==> config.mk <==
export PLATFORM = sky130hd
export DESIGN_NAME = demux_n_deser
export DESIGN_NICKNAME = d
export VERILOG_FILES = /design/src/rtl/demux_n_pkg.sv /design/src/rtl/demux_n_deser_bit_index_counter.sv /design/src/rtl/demux_n_deser.sv
export SDC_FILE = /design/constraint.sdc
export NUM_CORES = 1
export LEC_CHECK = 0
export ABC_AREA = 1
export BUFFER_PORTS_ARGS = -buffer_cell sky130_fd_sc_hd__buf_2
export CAP_MARGIN = 30
export CORE_UTILIZATION = 30
export DETAILED_ROUTE_END_ITERATION = 6
export GPL_TIMING_DRIVEN = 0
export PLACE_DENSITY = 0.51
export SETUP_SLACK_MARGIN = 0.15
export SYNTH_ARGS = -nofsm -noshare
export SYNTH_HDL_FRONTEND = slang
export SYNTH_SLANG_ARGS = --single-unit
==> constraint.sdc <==
create_clock -name CLK -period 1.6 [get_ports CLK]
set_input_delay 0.32 -clock CLK [delete_from_list [all_inputs] [get_ports CLK]]
set_output_delay 0.32 -clock CLK [all_outputs]
set_load 0.01 [all_outputs]
==> src/rtl/demux_n_pkg.sv <==
// Shared types and helpers for the demux_n_deser serial-to-parallel receiver.
// Optional parity stage is enabled with DEMUX_N_DESER_PARITY_EN.
package demux_n_pkg;

  localparam int N_DEFAULT = 8;

  typedef enum logic [1:0] {
    ST_IDLE   = 2'd0,
    ST_SHIFT  = 2'd1,
    ST_PARITY = 2'd2
  } state_e;

  // Zero-extension does not change parity, so one wide helper covers any N.
  function automatic logic even_parity(input logic [63:0] word);
    return ^word;
  endfunction

endpackage

==> src/rtl/demux_n_deser_bit_index_counter.sv <==
// Bit-position counter for the deserializer: clear, load-to-1 and increment.
// at_last flags the final data position of a frame.
module bit_index_counter #(
  parameter  int N  = 8,
  localparam int SW = $clog2(N)
) (
  input  logic          clk,
  input  logic          rst,
  input  logic          clr,
  input  logic          ld1,
  input  logic          en,
  output logic [SW-1:0] idx,
  output logic          at_last
);

  logic [SW-1:0] idx_q;
  logic [SW-1:0] idx_d;

  always_comb begin
    idx_d = idx_q;
    if (clr)
      idx_d = '0;
    else if (ld1)
      idx_d = SW'(1);
    else if (en && idx_q != SW'(N - 1))
      idx_d = idx_q + 1'b1;
  end

  always_ff @(posedge clk or posedge rst) begin
    if (rst)
      idx_q <= '0;
    else
      idx_q <= idx_d;
  end

  assign idx     = idx_q;
  assign at_last = (idx_q == SW'(N - 1));

endmodule

==> src/rtl/demux_n_deser.sv <==
// LSB-first serial-to-parallel receiver with restart-on-sof framing.
// Define DEMUX_N_DESER_PARITY_EN to add a trailing even-parity bit check.
module demux_n_deser
  import demux_n_pkg::*;
#(
  parameter  int N  = N_DEFAULT,
  localparam int SW = $clog2(N)
) (
  input  logic          CLK,
  input  logic          RESET,
  output logic [N-1:0]  y,
  output logic          y_valid,
  output logic [SW-1:0] idx,
  output logic          busy,
  output logic          frame_err,
`ifdef DEMUX_N_DESER_PARITY_EN
  output logic          parity_err,
`endif
  input  logic          din,
  input  logic          din_valid,
  input  logic          sof
);

  state_e       state_q, state_d;
  logic [N-1:0] shift_q, shift_d;
  logic [N-1:0] y_q, y_d;
  logic         y_valid_q, y_valid_d;
  logic         frame_err_q, frame_err_d;
  logic         perr_q, perr_d;
  logic         cnt_clr, cnt_ld1, cnt_en;
  logic         at_last;
  logic [SW-1:0] idx_w;
  logic [N-1:0] fresh;

  bit_index_counter #(.N(N)) u_idx (
    .clk     (CLK),
    .rst     (RESET),
    .clr     (cnt_clr),
    .ld1     (cnt_ld1),
    .en      (cnt_en),
    .idx     (idx_w),
    .at_last (at_last)
  );

  assign fresh = {{(N-1){1'b0}}, din};

  always_comb begin
    state_d     = state_q;
    shift_d     = shift_q;
    y_d         = y_q;
    y_valid_d   = 1'b0;
    frame_err_d = 1'b0;
    perr_d      = 1'b0;
    cnt_clr     = 1'b0;
    cnt_ld1     = 1'b0;
    cnt_en      = 1'b0;
    if (din_valid) begin
      case (state_q)
        ST_IDLE: begin
          if (sof) begin
            shift_d = fresh;
            cnt_ld1 = 1'b1;
            state_d = ST_SHIFT;
          end
        end
        ST_SHIFT: begin
          if (sof) begin
            frame_err_d = 1'b1;
            shift_d     = fresh;
            cnt_ld1     = 1'b1;
          end else begin
            shift_d[idx_w] = din;
            if (at_last) begin
              cnt_clr = 1'b1;
`ifdef DEMUX_N_DESER_PARITY_EN
              state_d = ST_PARITY;
`else
              y_d       = shift_d;
              y_valid_d = 1'b1;
              state_d   = ST_IDLE;
`endif
            end else begin
              cnt_en = 1'b1;
            end
          end
        end
`ifdef DEMUX_N_DESER_PARITY_EN
        ST_PARITY: begin
          if (sof) begin
            frame_err_d = 1'b1;
            shift_d     = fresh;
            cnt_ld1     = 1'b1;
            state_d     = ST_SHIFT;
          end else begin
            // din carries the parity bit, not data
            if (din == even_parity(64'(shift_q))) begin
              y_d       = shift_q;
              y_valid_d = 1'b1;
            end else begin
              perr_d = 1'b1;
            end
            state_d = ST_IDLE;
          end
        end
`endif
        default: state_d = ST_IDLE;
      endcase
    end
  end

  always_ff @(posedge CLK or posedge RESET) begin
    if (RESET) begin
      state_q     <= ST_IDLE;
      shift_q     <= '0;
      y_q         <= '0;
      y_valid_q   <= 1'b0;
      frame_err_q <= 1'b0;
      perr_q      <= 1'b0;
    end else begin
      state_q     <= state_d;
      shift_q     <= shift_d;
      y_q         <= y_d;
      y_valid_q   <= y_valid_d;
      frame_err_q <= frame_err_d;
      perr_q      <= perr_d;
    end
  end

  assign y         = y_q;
  assign y_valid   = y_valid_q;
  assign idx       = idx_w;
  assign busy      = (state_q != ST_IDLE);
  assign frame_err = frame_err_q;
`ifdef DEMUX_N_DESER_PARITY_EN
  assign parity_err = perr_q;
`else
  logic unused_perr;
  assign unused_perr = perr_q;
`endif

endmodule
Word level (Yosys, flattened, before mapping)

Index checks and enable logic that the tools add are counted.

Shift operators: 0
$mul: 0
Mux-type cells: 26
Bitwise gates (word level): 1
Add/subtract/negate cells: 1
Equality and inequality tests: 6
$lt $le $gt $ge: 2
Divide/modulo/power cells: 0
Reductions and logical operators: 10

Operators with widths:

| operator                                                               | count |
|---|---|
| 8-bit two-way mux                                                      | 2 |
| 8-bit case mux with 2 select lines                                     | 1 |
| 1-bit two-way mux                                                      | 14 |
| 3-bit two-way mux                                                      | 3 |
| 8-bit bitwise mux                                                      | 1 |
| 4-bit AND reduction                                                    | 2 |
| 2-bit two-way mux                                                      | 3 |
| 2-bit != test (second input constant)                                  | 3 |
| 3-bit by 4-bit < comparator with 1-bit output (second input constant)  | 1 |
| 2-bit case mux with 2 select lines                                     | 1 |
| 2-bit nonzero test                                                     | 2 |
| 3-bit by 1-bit adder with 3-bit output (second input constant)         | 1 |
| 1-bit demux with 3-bit select                                          | 1 |
| 3-bit equality test (second input constant)                            | 1 |
| 3-bit by 1-bit >= comparator with 1-bit output (second input constant) | 1 |
| 3-bit != test (second input constant)                                  | 1 |
| 3-bit AND reduction                                                    | 1 |
| 3-bit nonzero test                                                     | 1 |
| 2-bit by 1-bit equality test with 1-bit output (second input constant) | 1 |
| 1-bit logical AND                                                      | 2 |
| 2-bit logical NOT                                                      | 1 |
| 2-bit OR reduction                                                     | 1 |
| 1-bit inverter                                                         | 1 |

ROM bits: 0
Memory bits (writable): 0
Output and inout bits: 14
Memories: 0
Bits in latches: 0
Word-level logic and storage cells: 52
Bits in registers: 23
Input bits: 5

Depth between registers and ports, before layout

Gate-level depths: netlist (run 1).

Depth after elaboration: 9
Gate-level depth with buffers: 7
Mapped depth without buffers: 7

Modules after synthesis

From an unflattened synthesis (run 1), not the netlist that was laid out.

Cell total of the unflattened synthesis: 144
Area total of the unflattened synthesis: 1123.6 µm²

By module, submodules not included:

| module            | area an instance (µm²) | cells an instance | times used | seq. area each (µm²) |
|---|---|---|---|---|
| demux_n_deser     | 940.9                  | 121               | 1          | 475.5 |
| bit_index_counter | 182.7                  | 23                | 1          | 75.1 |

Worst setup path after synthesis (run 1)

No wires, ideal clock.

Path kind: register to register
Start: reg u_idx.idx_q[0] (netlist: u_idx.idx[0])
End: reg y_q[7] (netlist: y[7])
Cell stages (with the launch flop): 8
Library setup time: 0.123 ns
Path buffers: 0
Setup slack: 0.283 ns
Arrival time: 1.194 ns
Required time: 1.477 ns
Period minus slack after synthesis: 1.317 ns
Cells stage by stage: dfrtp_1 ha_1 ha_1 nand2_2 nor2_8 inv_4 nand2_1 o21ai_1

Longest elaborated chain between the ends: 5
Elaborated cells on any way between the ends: 8
Those cells by class: order compare: 2; eq/ne: 1; mux: 3; reduce/logical: 2

Ends and longest elaborated chain:

| what                                                                                                                                  | line                                  | text |
|---|---|---|
| start, declared                                                                                                                       | demux_n_deser_bit_index_counter.sv:16 | `logic [SW-1:0] idx_q;` |
| start signal, assigned                                                                                                                | demux_n_deser_bit_index_counter.sv:33 | `idx_q <= idx_d;` |
| 3-bit by 4-bit < comparator with 1-bit output (implied by the code) or 3-bit by 1-bit >= comparator with 1-bit output (tied branches) | demux_n_deser.sv:72                   | `shift_d[idx_w] = din;` |
| 1-bit logical AND (implied by the code)                                                                                               | demux_n_deser.sv:72                   |  |
| 1-bit two-way mux (implied by the code)                                                                                               | demux_n_deser.sv:72                   |  |
| 1-bit demux with 3-bit select                                                                                                         | demux_n_deser.sv:72                   |  |
| 8-bit bitwise mux                                                                                                                     | demux_n_deser.sv:72                   |  |
| end signal, assigned                                                                                                                  | demux_n_deser.sv:122                  | `y_q <= y_d;` |
| end, declared                                                                                                                         | demux_n_deser.sv:26                   | `logic [N-1:0] y_q, y_d;` |

Parallel ways exist; a longest one is shown, timed or not.
A chain may end at the register's enable or synchronous reset.

Worst setup path in the final report (run 1)

Start: reg u_idx.idx_q[0] (netlist: u_idx.idx[0])
End: reg u_idx.idx_q[1] (netlist: u_idx.idx[1])

Longest elaborated chain between the ends: 7
Elaborated cells on any way between the ends: 16
Those cells by class: add/sub: 1; eq/ne: 2; mux: 11; reduce/logical: 2

Ends and longest elaborated chain:

| what                                | line                                  | text |
|---|---|---|
| 3-bit equality test                 | demux_n_deser_bit_index_counter.sv:37 | `assign at_last = (idx_q == SW'(N - 1));` |
| 1-bit two-way mux                   | demux_n_deser.sv:73                   | `if (at_last) begin` |
| 1-bit two-way mux                   | demux_n_deser.sv:67                   | `if (sof) begin` |
| 1-bit two-way mux                   | demux_n_deser.sv:58                   | `case (state_q)` |
| 1-bit two-way mux                   | demux_n_deser.sv:57                   | `if (din_valid) begin` |
| 1-bit logical AND                   | demux_n_deser_bit_index_counter.sv:25 | `else if (en && idx_q != SW'(N - 1))` |
| 3-bit nonzero test (no source line) | -                                     |  |

Parallel ways exist; a longest one is shown, timed or not. The select of a mux whose other input is x is not followed.

==> summary.txt, run 1 <==
STA
  – Hold_ws: 219.4 ps
  – Setup TNS: 0 ps
  – Worst-Margin Slew: 849.3 ps
  – Final setup fails: 0
  – Final min period: 1343 ps
  – Tcrit/Tclk final: 83.92%
  – Hold Violations, Final: 0
  – Post-route clock skew: 1.313 ps
  – Slew Limit Headroom: 43.32%
  – Slew Limit Fails: 0
  – Peak Freq: 744.7 MHz
  – RSZ-0062 raised after global routing: yes

CTS
  – Root buffer cell: clkbuf_8
  – Post-CTS Resized: 0
  – Post-CTS Setup Inserts: 0
  – H-tree depth: 1
  – Post-CTS Hold Buffers: 0
  – CTS tree: yes
  – Clk_lat worst skew: 260 ps
  – Sink Count: 22
  – Inserted Clock Buffers: 3
  – Clock Path Buffers: 2
  – CTS clock-pin slew for the worst setup and hold paths: 80 ps

Yosys
  – Top_reg_cell synth: dfrtp_1
  – Syn Std Cell Area: 1142 µm²
  – Cell count after synthesis: 143
  – Top cells by area, synth: dfrtp_1, nand2_1, nand3_1, inv_1, o21ai_0
  – Most frequent cell after synthesis: nand2_1
  – Post-synthesis sequential area ratio: 48.19%
  – Syn_nets: 151
  – Ys Warns: 0
  – Largest area contributor in the netlist: dfrtp_1
  – Number of synthesized flops with an enable pin: 0
  – Commonest cells post-synth: nand2_1, dfrtp_1, nand3_1
  – Post-synth cell types: 16
  – Synth async-reset ratio: 100.0%
  – Synthesized flop and latch total: 22
  – Top-area cell type share of the netlist area: 48.19%
  – Syn avg cell area: 7.988 µm²

Route
  – DR WL met2: 1051 µm
  – Drc violations: 0
  – Post-DR wirelength/cell: 10.96 µm
  – Antenna-violating nets left: 0
  – Post-Route M1 WL: 1172 µm
  – Met3 wire len: 80 µm
  – Via/cell ratio: 4.509
  – DRT Wirelength: 2345 µm
  – Via count: 965
  – Pre-antenna DRT Iters: 4
  – Starting DRT DRC Count: 16
  – Top routing layer in use: met4

Layout
  – Nets@finish: 175
  – # diodes: 0
  – Final non-filler cell total: 214
  – Fraction of layout cells with a size suffix above 1: 26.51%
  – FF+latch area: 550.5 µm²
  – Final core occ: 37.59%
  – Area occupied by multi-input gates: 528.0 µm²
  – P&R area growth vs syn: 20.48%
  – Fill cells: 390

Floorplan
  – I/O pin count: 19
  – Die Ht: 63.71 µm
  – Rows: 22
  – Core area: 3661 µm²
  – Die W: 63.71 µm
  – Initial core utilization: 31.20%
  – Total die area: 4058 µm²

Setup path
  – RR Startpoint: u_idx.idx[0]
  – Crit path capture type: flop
  – Crit path buffers/inverters: 0
  – Worst path top cell family by delay: simple AND/OR/NAND/NOR gates
  – Startpoint types: flop
  – Worst path slowest cell: dfrtp_1
  – Arrival time at the worst endpoint: 1540 ps
  – Required time of the critical path: 1800 ps
  – Setup CP Type: reg2reg
  – Crit path cell chain: ha_2 > ha_2 > nor2_1 > nand3_2 > nand2_1 > nand2_1 > nor2_2
  – Largest stage delay, worst path: 400 ps
  – CP startpoint: u_idx.idx[0]
  – Critical path peak fanout: 6

Placement
  – Hpwl dp: 1691 µm
  – Routability Congestion: 0.7870
  – Placed Cells: 209
  – Port bufs: 18

Flow run
  – Max-Cap Viols: 0

Pwr
  – Design Power: 0.001722 W
  – Fraction of power spent switching nets: 35.83%
  – Seq pwr share: 42.6%
  – Comb power frac: 34.0%
  – Peak supply drop: 0.3704 mV
  – Power Dens Cells: 1251 nW/µm²
  – Cell Int Power: 0.001105 W
  – Net Switching: 0.0006170 W
  – Clock network fraction of design power: 23.3%
  – Leak Pwr: 0.7553 nW

Global routing
  – Global-route wire length before repair: 3926 µm
  – GRT Util Overall: 12.77%
  – Largest net degree at the start of global routing: 23
  – GR Overflow Total: 0
  – Initial antenna violation count: 0
  – Vias in the first global route: 910

Run status
  – Status: completed

Worst hold path
  – Hold Path Class: in2async
## power by group through the flow
stage                     Sequential [W]  Combinational [W]  Clock [W]
after detailed placement        0.000746           0.000571          0
after CTS                       0.000735           0.000574   0.000417
after floorplan                 0.000787           0.000358          0
after global routing            0.000754           0.000672   0.000444
final                           0.000734           0.000586   0.000402
after global placement          0.000743           0.000566          0
## worst paths after layout
kind | end | slack, ps | cells past startpoint
worst max-delay path | u_idx.idx[1] | 260 | 7
worst min register to register | y[0] | 480 | 2
worst max register to register | u_idx.idx[1] | 260 | 7
max in group asynchronous | shift_q[3] | 860 | 2
min in group CLK | frame_err | 340 | 3
worst min-delay path | y[7] | 220 | 2
## cells in the final DEF, fill, tap and decap left out, drive strengths merged
master / instances
buf: 21
clkbuf: 4
dfrtp: 22
ha: 3
inv: 20
nand2: 43
nand3: 23
nand4: 5
nor2: 15
o21ai: 10
## cells by family (layout without fill, tap and decap cells)
kind of cell,count (synthesis),in the layout,synth area share [%]
AND/OR/NAND/NOR,85,86,36.04
buffers and inverters,23,45,8.104
flip-flops,22,22,48.19
AO/OA/AOI/OAI,10,10,4.380
adder cells (fa/ha/maj),3,3,3.286
## flip-flops by register name, indices dropped and copies added (netlist names)
name       cells
shift_q        8
y              8
u_idx.idx      3
frame_err      1
state_q        1
y_valid        1
## routing by layer
layer  track usage (%)  up-vias
li1                  -      506
met3             2.717        5
met2             20.61       16
met4             5.966        0
met1             16.12      438
met5                 0        -
## cell type report
cell class / instances / area share (%)
repair buffers: 18 / 6.545
flip-flops and latches: 22 / 40.00
well taps: 48 / 4.364
clock buffers: 4 / 4.000
inverters: 20 / 5.636
multi-input cells: 99 / 38.36
plain buffers: 3 / 1.091
## stage by stage
stage                     instance area, µm²  worst slack [ps]
final                                   1376             257.2
after global routing                    1376             158.7
after CTS                               1348             195.3
after detailed placement                1292             204.5
after global placement                  1292             220.0
after floorplan                         1142             283.2
## worst reg2reg max path, stage by stage (launching register included)
cell and delay (ps):
dfrtp_1 400, ha_2 200, ha_2 190, nor2_1 130
nand3_2 150, nand2_1 100, nand2_1 60, nor2_2 70
(Power assumes the default switching activity.)
==> run 2, diff against run 1 <==
==> constraint.sdc (replaced) <==
create_clock -name CLK -period 1.32 [get_ports CLK]
set_input_delay 0.264 -clock CLK [delete_from_list [all_inputs] [get_ports CLK]]
set_output_delay 0.264 -clock CLK [all_outputs]
set_load 0.01 [all_outputs]
==> run 2 against run 1 <==
Global-route usage rose by 1.6 points. Worst hold slack got worse by 66 ps. Via count grew 2.2%. Utilization rose by 2.8 points. Combinational power rose by 43%. Sequential share of layout area shrank 2.6 points. Die area unchanged. Flip-flop and latch count is the same.
==> summary.txt, run 2 (synthesized netlist as in run 1, its figures left out) <==
Run status
  – Status: completed

Layout
  – Area occupied by multi-input gates: 573.1 µm² (+8.5%)
  – FF+latch area: 553.0 µm² (+0.45%)
  – Final non-filler cell total: 217 (+1.4%)
  – Fraction of layout cells with a size suffix above 1: 31.95% (+5.4 points)
  – Most common cell after layout, fill and taps aside: nand2_1
  – P&R area growth vs syn: 29.46%
  – Fill cells: 381 (-2.3%)
  – Nets@finish: 178 (+1.7%)
  – Final Cell Area: 1479 µm² (+7.5%)
  – # diodes: 0 (unchanged)
  – Leading cell types in the layout, fill and taps excluded: nand2_1, nand3_1, dfrtp_1

Pwr
  – Comb power frac: 35.3% (+1.3 points)
  – Peak supply drop: 0.4628 mV (+25%)
  – Clock network fraction of design power: 26.6% (+3.3 points)
  – Design Power: 0.002372 W (+38%)
  – Power Dens Cells: 1604 nW/µm² (+28%)
  – Cell Int Power: 0.001552 W (+40%)
  – Leak Pwr: 0.7860 nW (+4.1%)
  – Fraction of power spent switching nets: 34.58% (-1.2 points)
  – Seq pwr share: 38.1% (-4.5 points)
  – Net Switching: 0.0008200 W (+33%)

Global routing
  – Global-route wire length before repair: 4485 µm (+14%)
  – GR Overflow Total: 0 (unchanged)
  – Largest net degree at the start of global routing: 23 (unchanged)
  – GRT Util Overall: 14.34% (+1.6 points)
  – Vias in the first global route: 998 (+9.7%)
  – Initial antenna violation count: 0 (unchanged)

Setup path
  – Critical path peak fanout: 5 (-1)
  – Worst setup path endpoint: u_idx.idx[1]
  – Crit path top cell by count: ha_4
  – CP startpoint: u_idx.idx[0]
  – R2R setup slack: 40 ps (-220 ps)
  – Worst reg2reg endpoint: u_idx.idx[1]
  – Worst path slowest cell: dfrtp_2
  – Crit path capture type: flop
  – Setup CP Type: reg2reg
  – Largest stage delay, worst path: 440 ps (+40 ps)
  – Required time of the critical path: 1520 ps (-280 ps)
  – Arrival time at the worst endpoint: 1480 ps (-60 ps)
  – RR Startpoint: u_idx.idx[0]
  – Reg2reg path depth: 7 (unchanged)
  – Crit path cell chain: ha_4 > ha_4 > nand2_4 > nor2_8 > nor2_4 > nand2_1 > nor2_1
  – Startpoint types: flop

Route
  – Via/cell ratio: 4.544 (+0.76%)
  – Post-DR wirelength/cell: 11.69 µm (+6.7%)
  – DR WL met2: 1212 µm (+15%)
  – Starting DRT DRC Count: 40 (+24)
  – Drc violations: 0 (unchanged)
  – Via count: 986 (+2.2%)
  – Antenna-violating nets left: 0 (unchanged)
  – DRT Wirelength: 2537 µm (+8.2%)
  – Met3 wire len: 70 µm (-13%)
  – Top routing layer in use: met4
  – Post-Route M1 WL: 1210 µm (+3.2%)
  – Pre-antenna DRT Iters: 4 (unchanged)

CTS
  – Clk_lat worst skew: 260 ps (about the same)
  – CTS tree: yes
  – Sink Count: 22 (unchanged)
  – CTS clock-pin slew for the worst setup and hold paths: 80 ps (about the same)
  – Root buffer cell: clkbuf_8
  – Post-CTS Hold Buffers: 0 (unchanged)
  – Inserted Clock Buffers: 3 (unchanged)
  – Clock Path Buffers: 2 (unchanged)
  – H-tree depth: 1 (unchanged)

STA
  – Hold Violations, Final: 0 (unchanged)
  – RSZ-0062 raised after global routing: yes
  – Tcrit/Tclk final: 96.88% (+13 points)
  – Worst-Margin Slew: 835.0 ps (-14.28 ps)
  – Post-route clock skew: 1.641 ps (+0.3282 ps)
  – Final min period: 1279 ps (-63.94 ps)
  – Setup TNS: 0 ps (unchanged)
  – Fin worst setup slack: 41.17 ps (-216.1 ps)
  – Slew Limit Headroom: 44.27% (+0.95 points)
  – Slew Limit Fails: 0 (unchanged)
  – Final setup fails: 0 (unchanged)
  – Peak Freq: 782.0 MHz (+5.0%)

Floorplan
  – Die W: 63.71 µm (unchanged)
  – Total die area: 4058 µm² (unchanged)
  – Initial core utilization: 31.20% (unchanged)
  – I/O pin count: 19 (unchanged)
  – Die Ht: 63.71 µm (unchanged)
  – Rows: 22 (unchanged)
  – Core area: 3661 µm² (unchanged)

Placement
  – Placed Cells: 209 (unchanged)
  – Placed Instance Area: 1315 µm² (+1.7%)
  – Worst slack at placement: -4.374 ps (-208.9 ps)
  – Routability Congestion: 0.7992 (+1.6%)
  – Hpwl dp: 1764 µm (+4.4%)
  – Port bufs: 18 (unchanged)

Flow run
  – Max-Cap Viols: 0 (unchanged)

Worst hold path
  – Hold Path Class: in2async
-- run 2: per-stage QoR --
step / hold slack (ps) / utilization, %
floorplan: 253.2 / -
global placement: 449.7 / 35.92
detailed placement: 455.3 / 35.92
CTS: 196.3 / 39.88
global route: 235.5 / 40.40
finish: 153.5 / 40.40
-- run 2: what timing repair did --
| action | in CTS | in global routing |
|---|---|---|
| resized for setup | 16 | 6 |
| setup buffers | 3 | 0 |
| gates cloned | 1 | 0 |
| endpoints found under the setup margin | 20 | 21 |
| pin swaps | 3 | 4 |
-- run 2: layer usage --
metal / vias to the layer above / global-route usage (%)
li1: 510 / -
met4: 0 / 5.966
met1: 452 / 17.56
met3: 4 / 2.355
met5: - / 0
met2: 20 / 24.60
-- run 2: power by group through the flow --
stage                     sequential, W  combinational [W]  clock [W]
after floorplan                0.000960           0.000450          0
after CTS                      0.000904           0.000826   0.000646
after detailed placement       0.000914           0.000718          0
after global placement         0.000905           0.000709          0
after global routing           0.000925           0.000950   0.000671
final                          0.000904           0.000837   0.000630
-- run 2: area by class of cell --
class	instances	share of cell area [%]
clock inverters	1	2.030
clock buffers	3	2.792
multi-input cells	99	38.75
inverters	20	5.753
repair buffers	21	7.614
plain buffers	3	1.607
flip-flops and latches	22	37.39
well taps	48	4.061
-- run 2: worst min path at each step --
stage / slack (ps) / depth (start not counted) / to / from
floorplan: 250 / 1 / frame_err / RESET
global placement: 450 / 2 / y[5] / y[5]
detailed placement: 460 / 2 / y[3] / y[3]
CTS: 200 / 2 / y_valid / RESET
global route: 240 / 2 / y_valid / RESET
finish: 150 / 2 / y[7] / RESET
-- run 2: worst max-delay path, delay by kind of cell (launching register included) --
family                     cells  cell delay, ps
DFF                            1             440
and+or+nand+nor                5             430
adders and majority gates      2             350
==> run 3, diff against run 2 <==
--- a/config.mk
+++ b/config.mk
@@ -5,14 +5,15 @@
 export SDC_FILE = /design/constraint.sdc
 export NUM_CORES = 1
 export LEC_CHECK = 0
-export ABC_AREA = 1
+export ABC_AREA = 0
 export BUFFER_PORTS_ARGS = -buffer_cell sky130_fd_sc_hd__buf_2
 export CAP_MARGIN = 30
+export CORE_ASPECT_RATIO = 0.5
 export CORE_UTILIZATION = 30
 export DETAILED_ROUTE_END_ITERATION = 6
 export GPL_TIMING_DRIVEN = 0
 export PLACE_DENSITY = 0.51
-export SETUP_SLACK_MARGIN = 0.15
+export SETUP_SLACK_MARGIN = 0.4
 export SYNTH_ARGS = -nofsm -noshare
 export SYNTH_HDL_FRONTEND = slang
 export SYNTH_SLANG_ARGS = --single-unit
==> run 3 against run 2 <==
The run now ends with setup timing left. Worst setup slack got worse by 53 ps. Largest power group is now combinational cells. Sequential power decreased by 0.9%. Synthesized cell count decreased by 21%. Cell count decreased by 6.0%. Highest routed layer is now met3. Clock power increased by 1%. Count of clock-buffer cells in the layout unchanged. Largest cell class unchanged. Die area increased by 6.9%. Combinational power increased by 18%. Sequential share of layout area decreased by 4.9 points. First-iteration DRC count decreased by 23%.
==> summary.txt, run 3 <==
Floorplan
  – Total die area: 4337 µm² (+6.9%)
  – Die W: 92.14 µm (+45%)
  – I/O pin count: 19 (unchanged)
  – Die Ht: 47.07 µm (-26%)
  – Rows: 15 (-32%)
  – Initial core utilization: 33.30% (+2.1 points)
  – Core area: 3660 µm² (about the same)

Yosys
  – Synth async-reset ratio: 100.0% (unchanged)
  – Ys Warns: 0 (unchanged)
  – Top cells by area, synth: dfrtp_1, mux2i_1, and4bb_2, ha_1, nand2_1
  – Number of synthesized flops with an enable pin: 0 (unchanged)
  – Synthesized flop and latch total: 22 (unchanged)
  – Top_reg_cell synth: dfrtp_1
  – Most frequent cell after synthesis: dfrtp_1
  – Syn avg cell area: 10.78 µm² (+35%)
  – Largest area contributor in the netlist: dfrtp_1
  – Post-synth cell types: 34 (+18)
  – Post-synthesis sequential area ratio: 45.17% (-3.0 points)
  – Cell count after synthesis: 113 (-21%)
  – Top-area cell type share of the netlist area: 45.17% (-3.0 points)
  – Syn Std Cell Area: 1219 µm² (+6.7%)
  – Commonest cells post-synth: dfrtp_1, mux2i_1, nand2_1
  – Syn_nets: 121 (-20%)

Layout
  – Nets@finish: 162 (-9.0%)
  – Leading cell types in the layout, fill and taps excluded: dfrtp_1, buf_2, buf_4
  – P&R area growth vs syn: 40.04%
  – # diodes: 0 (unchanged)
  – Most common cell after layout, fill and taps aside: dfrtp_1
  – Final non-filler cell total: 204 (-6.0%)
  – Fill cells: 347 (-8.9%)
  – Fraction of layout cells with a size suffix above 1: 53.59% (+22 points)

Pwr
  – Cell Int Power: 0.001737 W (+12%)
  – Power Dens Cells: 1478 nW/µm² (-7.8%)
  – Comb power frac: 39.2% (+3.9 points)
  – Seq pwr share: 35.5% (-2.6 points)
  – Clock network fraction of design power: 25.3% (-1.3 points)
  – Leak Pwr: 0.7851 nW (-0.11%)
  – Fraction of power spent switching nets: 31.12% (-3.5 points)
  – Net Switching: 0.0007849 W (-4.3%)
  – Peak supply drop: 0.4875 mV (+5.3%)

Route
  – Drc violations: 0 (unchanged)
  – Starting DRT DRC Count: 31 (-23%)
  – Pre-antenna DRT Iters: 4 (unchanged)
  – Antenna-violating nets left: 0 (unchanged)
  – Post-DR wirelength/cell: 13.55 µm (+16%)
  – Via count: 954 (-3.2%)
  – Via/cell ratio: 4.676 (+2.9%)
  – DRT Wirelength: 2764 µm (+8.9%)

Run status
  – Status: complete, but fails checks
  – Failing checks: setup timing

Global routing
  – Vias in the first global route: 897 (-10%)
  – GR Overflow Total: 0 (unchanged)
  – Global-route wire length before repair: 4478 µm (-0.16%)
  – Largest net degree at the start of global routing: 23 (unchanged)
  – Initial antenna violation count: 0 (unchanged)
  – GRT Util Overall: 14.14% (-0.20 points)

Setup path
  – Crit path capture type: flop
  – Setup CP Type: reg2reg
  – R2R setup slack: -10 ps (-50 ps)
  – Critical path peak fanout: 5 (unchanged)
  – Startpoint types: flop
  – Arrival time at the worst endpoint: 1490 ps (about the same)
  – Required time of the critical path: 1480 ps (-40 ps)

STA
  – Slew Limit Headroom: 67.15% (+23 points)
  – Setup TNS: -54.13 ps (-54.13 ps)
  – Hold_ws: 15.33 ps (-138.1 ps)
  – Hold Violations, Final: 0 (unchanged)
  – RSZ-0062 raised after global routing: yes
  – Peak Freq: 751.0 MHz (-4.0%)
  – Worst-Margin Slew: 491.7 ps (-343.3 ps)
  – Final setup fails: 8 (+8)
  – Slew Limit Fails: 0 (unchanged)
  – Fin worst setup slack: -11.63 ps (-52.80 ps)
  – Tcrit/Tclk final: 100.9% (+4.0 points)
  – Post-route clock skew: 2.888 ps (+1.247 ps)
  – Final min period: 1332 ps (+52.80 ps)

Flow run
  – Max-Cap Viols: 0 (unchanged)

CTS
  – Sink Count: 22 (unchanged)
  – Clk_lat worst skew: 270 ps (about the same)
  – Root buffer cell: clkbuf_8
  – Inserted Clock Buffers: 3 (unchanged)
  – CTS tree: yes
  – CTS clock-pin slew for the worst setup and hold paths: 80 ps (about the same)
  – H-tree depth: 1 (unchanged)
  – Clock Path Buffers: 2 (unchanged)

Placement
  – Port bufs: 18 (unchanged)
  – Routability Congestion: 0.7387 (-7.6%)
  – Hpwl dp: 1803 µm (+2.2%)
  – Placed Cells: 182 (-13%)

Worst hold path
  – Hold Path Class: in2async
run 3: changes by cell type after synthesis, moves of 4 or more:
cell     delta
nand2_1    -30
nor2_1     -10
nand3_1    -21
nand4_1     -5
mux2i_1    +10
o21ai_1     +5
inv_1       -7
inv_2       -4
o22ai_1     +5
run 3: layer usage:
layer | wire, µm | up-vias | global-route usage [%]
met5 | 0 | - | 0
met4 | 0 | 0 | 3.750
met3 | 118 | 0 | 4.854
met2 | 1195 | 22 | 21.19
met1 | 1450 | 444 | 19.78
li1 | - | 488 | -
run 3: path summary, 6_finish.rpt:
path / depth (start not counted) / startpoint / to
setup / recovery: 6 / u_idx.idx[0] / y[1]
hold / removal: 2 / RESET / y[1]
setup reg to reg: 6 / u_idx.idx[0] / y[1]
hold reg to reg: 2 / y[2] / y[2]
max in group asynchronous: 2 / RESET / u_idx.idx[1]
min in group CLK: 4 / sof / u_idx.idx[0]
run 3: metrics by stage:
step	util, %	total power (W)	worst slack, ps	area (µm²)
after detailed placement	38.91	0.001662	-110.1	1424
after CTS	44.34	0.002489	-6.438	1623
after global routing	46.63	0.002683	-74.40	1707
final	46.63	0.002522	-11.63	1707
after global placement	38.91	0.001653	-80.00	1424
after floorplan	-	0.001455	24.30	1270
run 3: timing repair:
action | CTS | global route
hold buffers | 0 | 0
buffers inserted | 14 | 3
endpoints found under the setup margin | 35 | 38
pin swaps | 1 | 10
endpoints found under the hold margin | 0 | 0
cloned | 0 | 1
gates resized for setup | 7 | 18
run 3: area by class of cell:
| cell class | instances | area [µm²] | area share, % |
|---|---|---|---|
| multi-input combinational | 75 | 668.1 | 39.15 |
| sequential | 22 | 554.3 | 32.48 |
| timing repair buffer | 36 | 246.5 | 14.44 |
| buffer | 8 | 68.82 | 4.032 |
| tap | 51 | 63.81 | 3.739 |
| clock buffer | 3 | 41.29 | 2.419 |
| inverter | 8 | 33.78 | 1.979 |
| clock inverter | 1 | 30.03 | 1.760 |
run 3: critical path, cell delays in order, from the launching register on:
cell      delay, ps
dfrtp_2         440
ha_4            180
ha_4            160
nand4b_4        160
buf_6           180
nand2_2          50
o21ai_2          40
run 3: power by group through the flow:
stage | clock [W] | combinational (W) | sequential [W]
floorplan | 0 | 0.000522 | 0.000933
global placement | 0 | 0.000726 | 0.000927
finish | 0.000638 | 0.000988 | 0.000896
global route | 0.000692 | 0.00108 | 0.000915
CTS | 0.000660 | 0.000931 | 0.000898
detailed placement | 0 | 0.000731 | 0.000931
run 3: cells by family (layout without fill, tap and decap cells):
logic type | after synthesis | in the layout | synth area share (%)
AOI/OAI and AO/OA | 28 | 28 | 14.17
adders and majority gates | 3 | 3 | 3.080
buffers and inverters | 16 | 56 | 7.289
DFF | 22 | 22 | 45.17
muxes | 11 | 11 | 9.138
and+or+nand+nor | 33 | 33 | 21.15
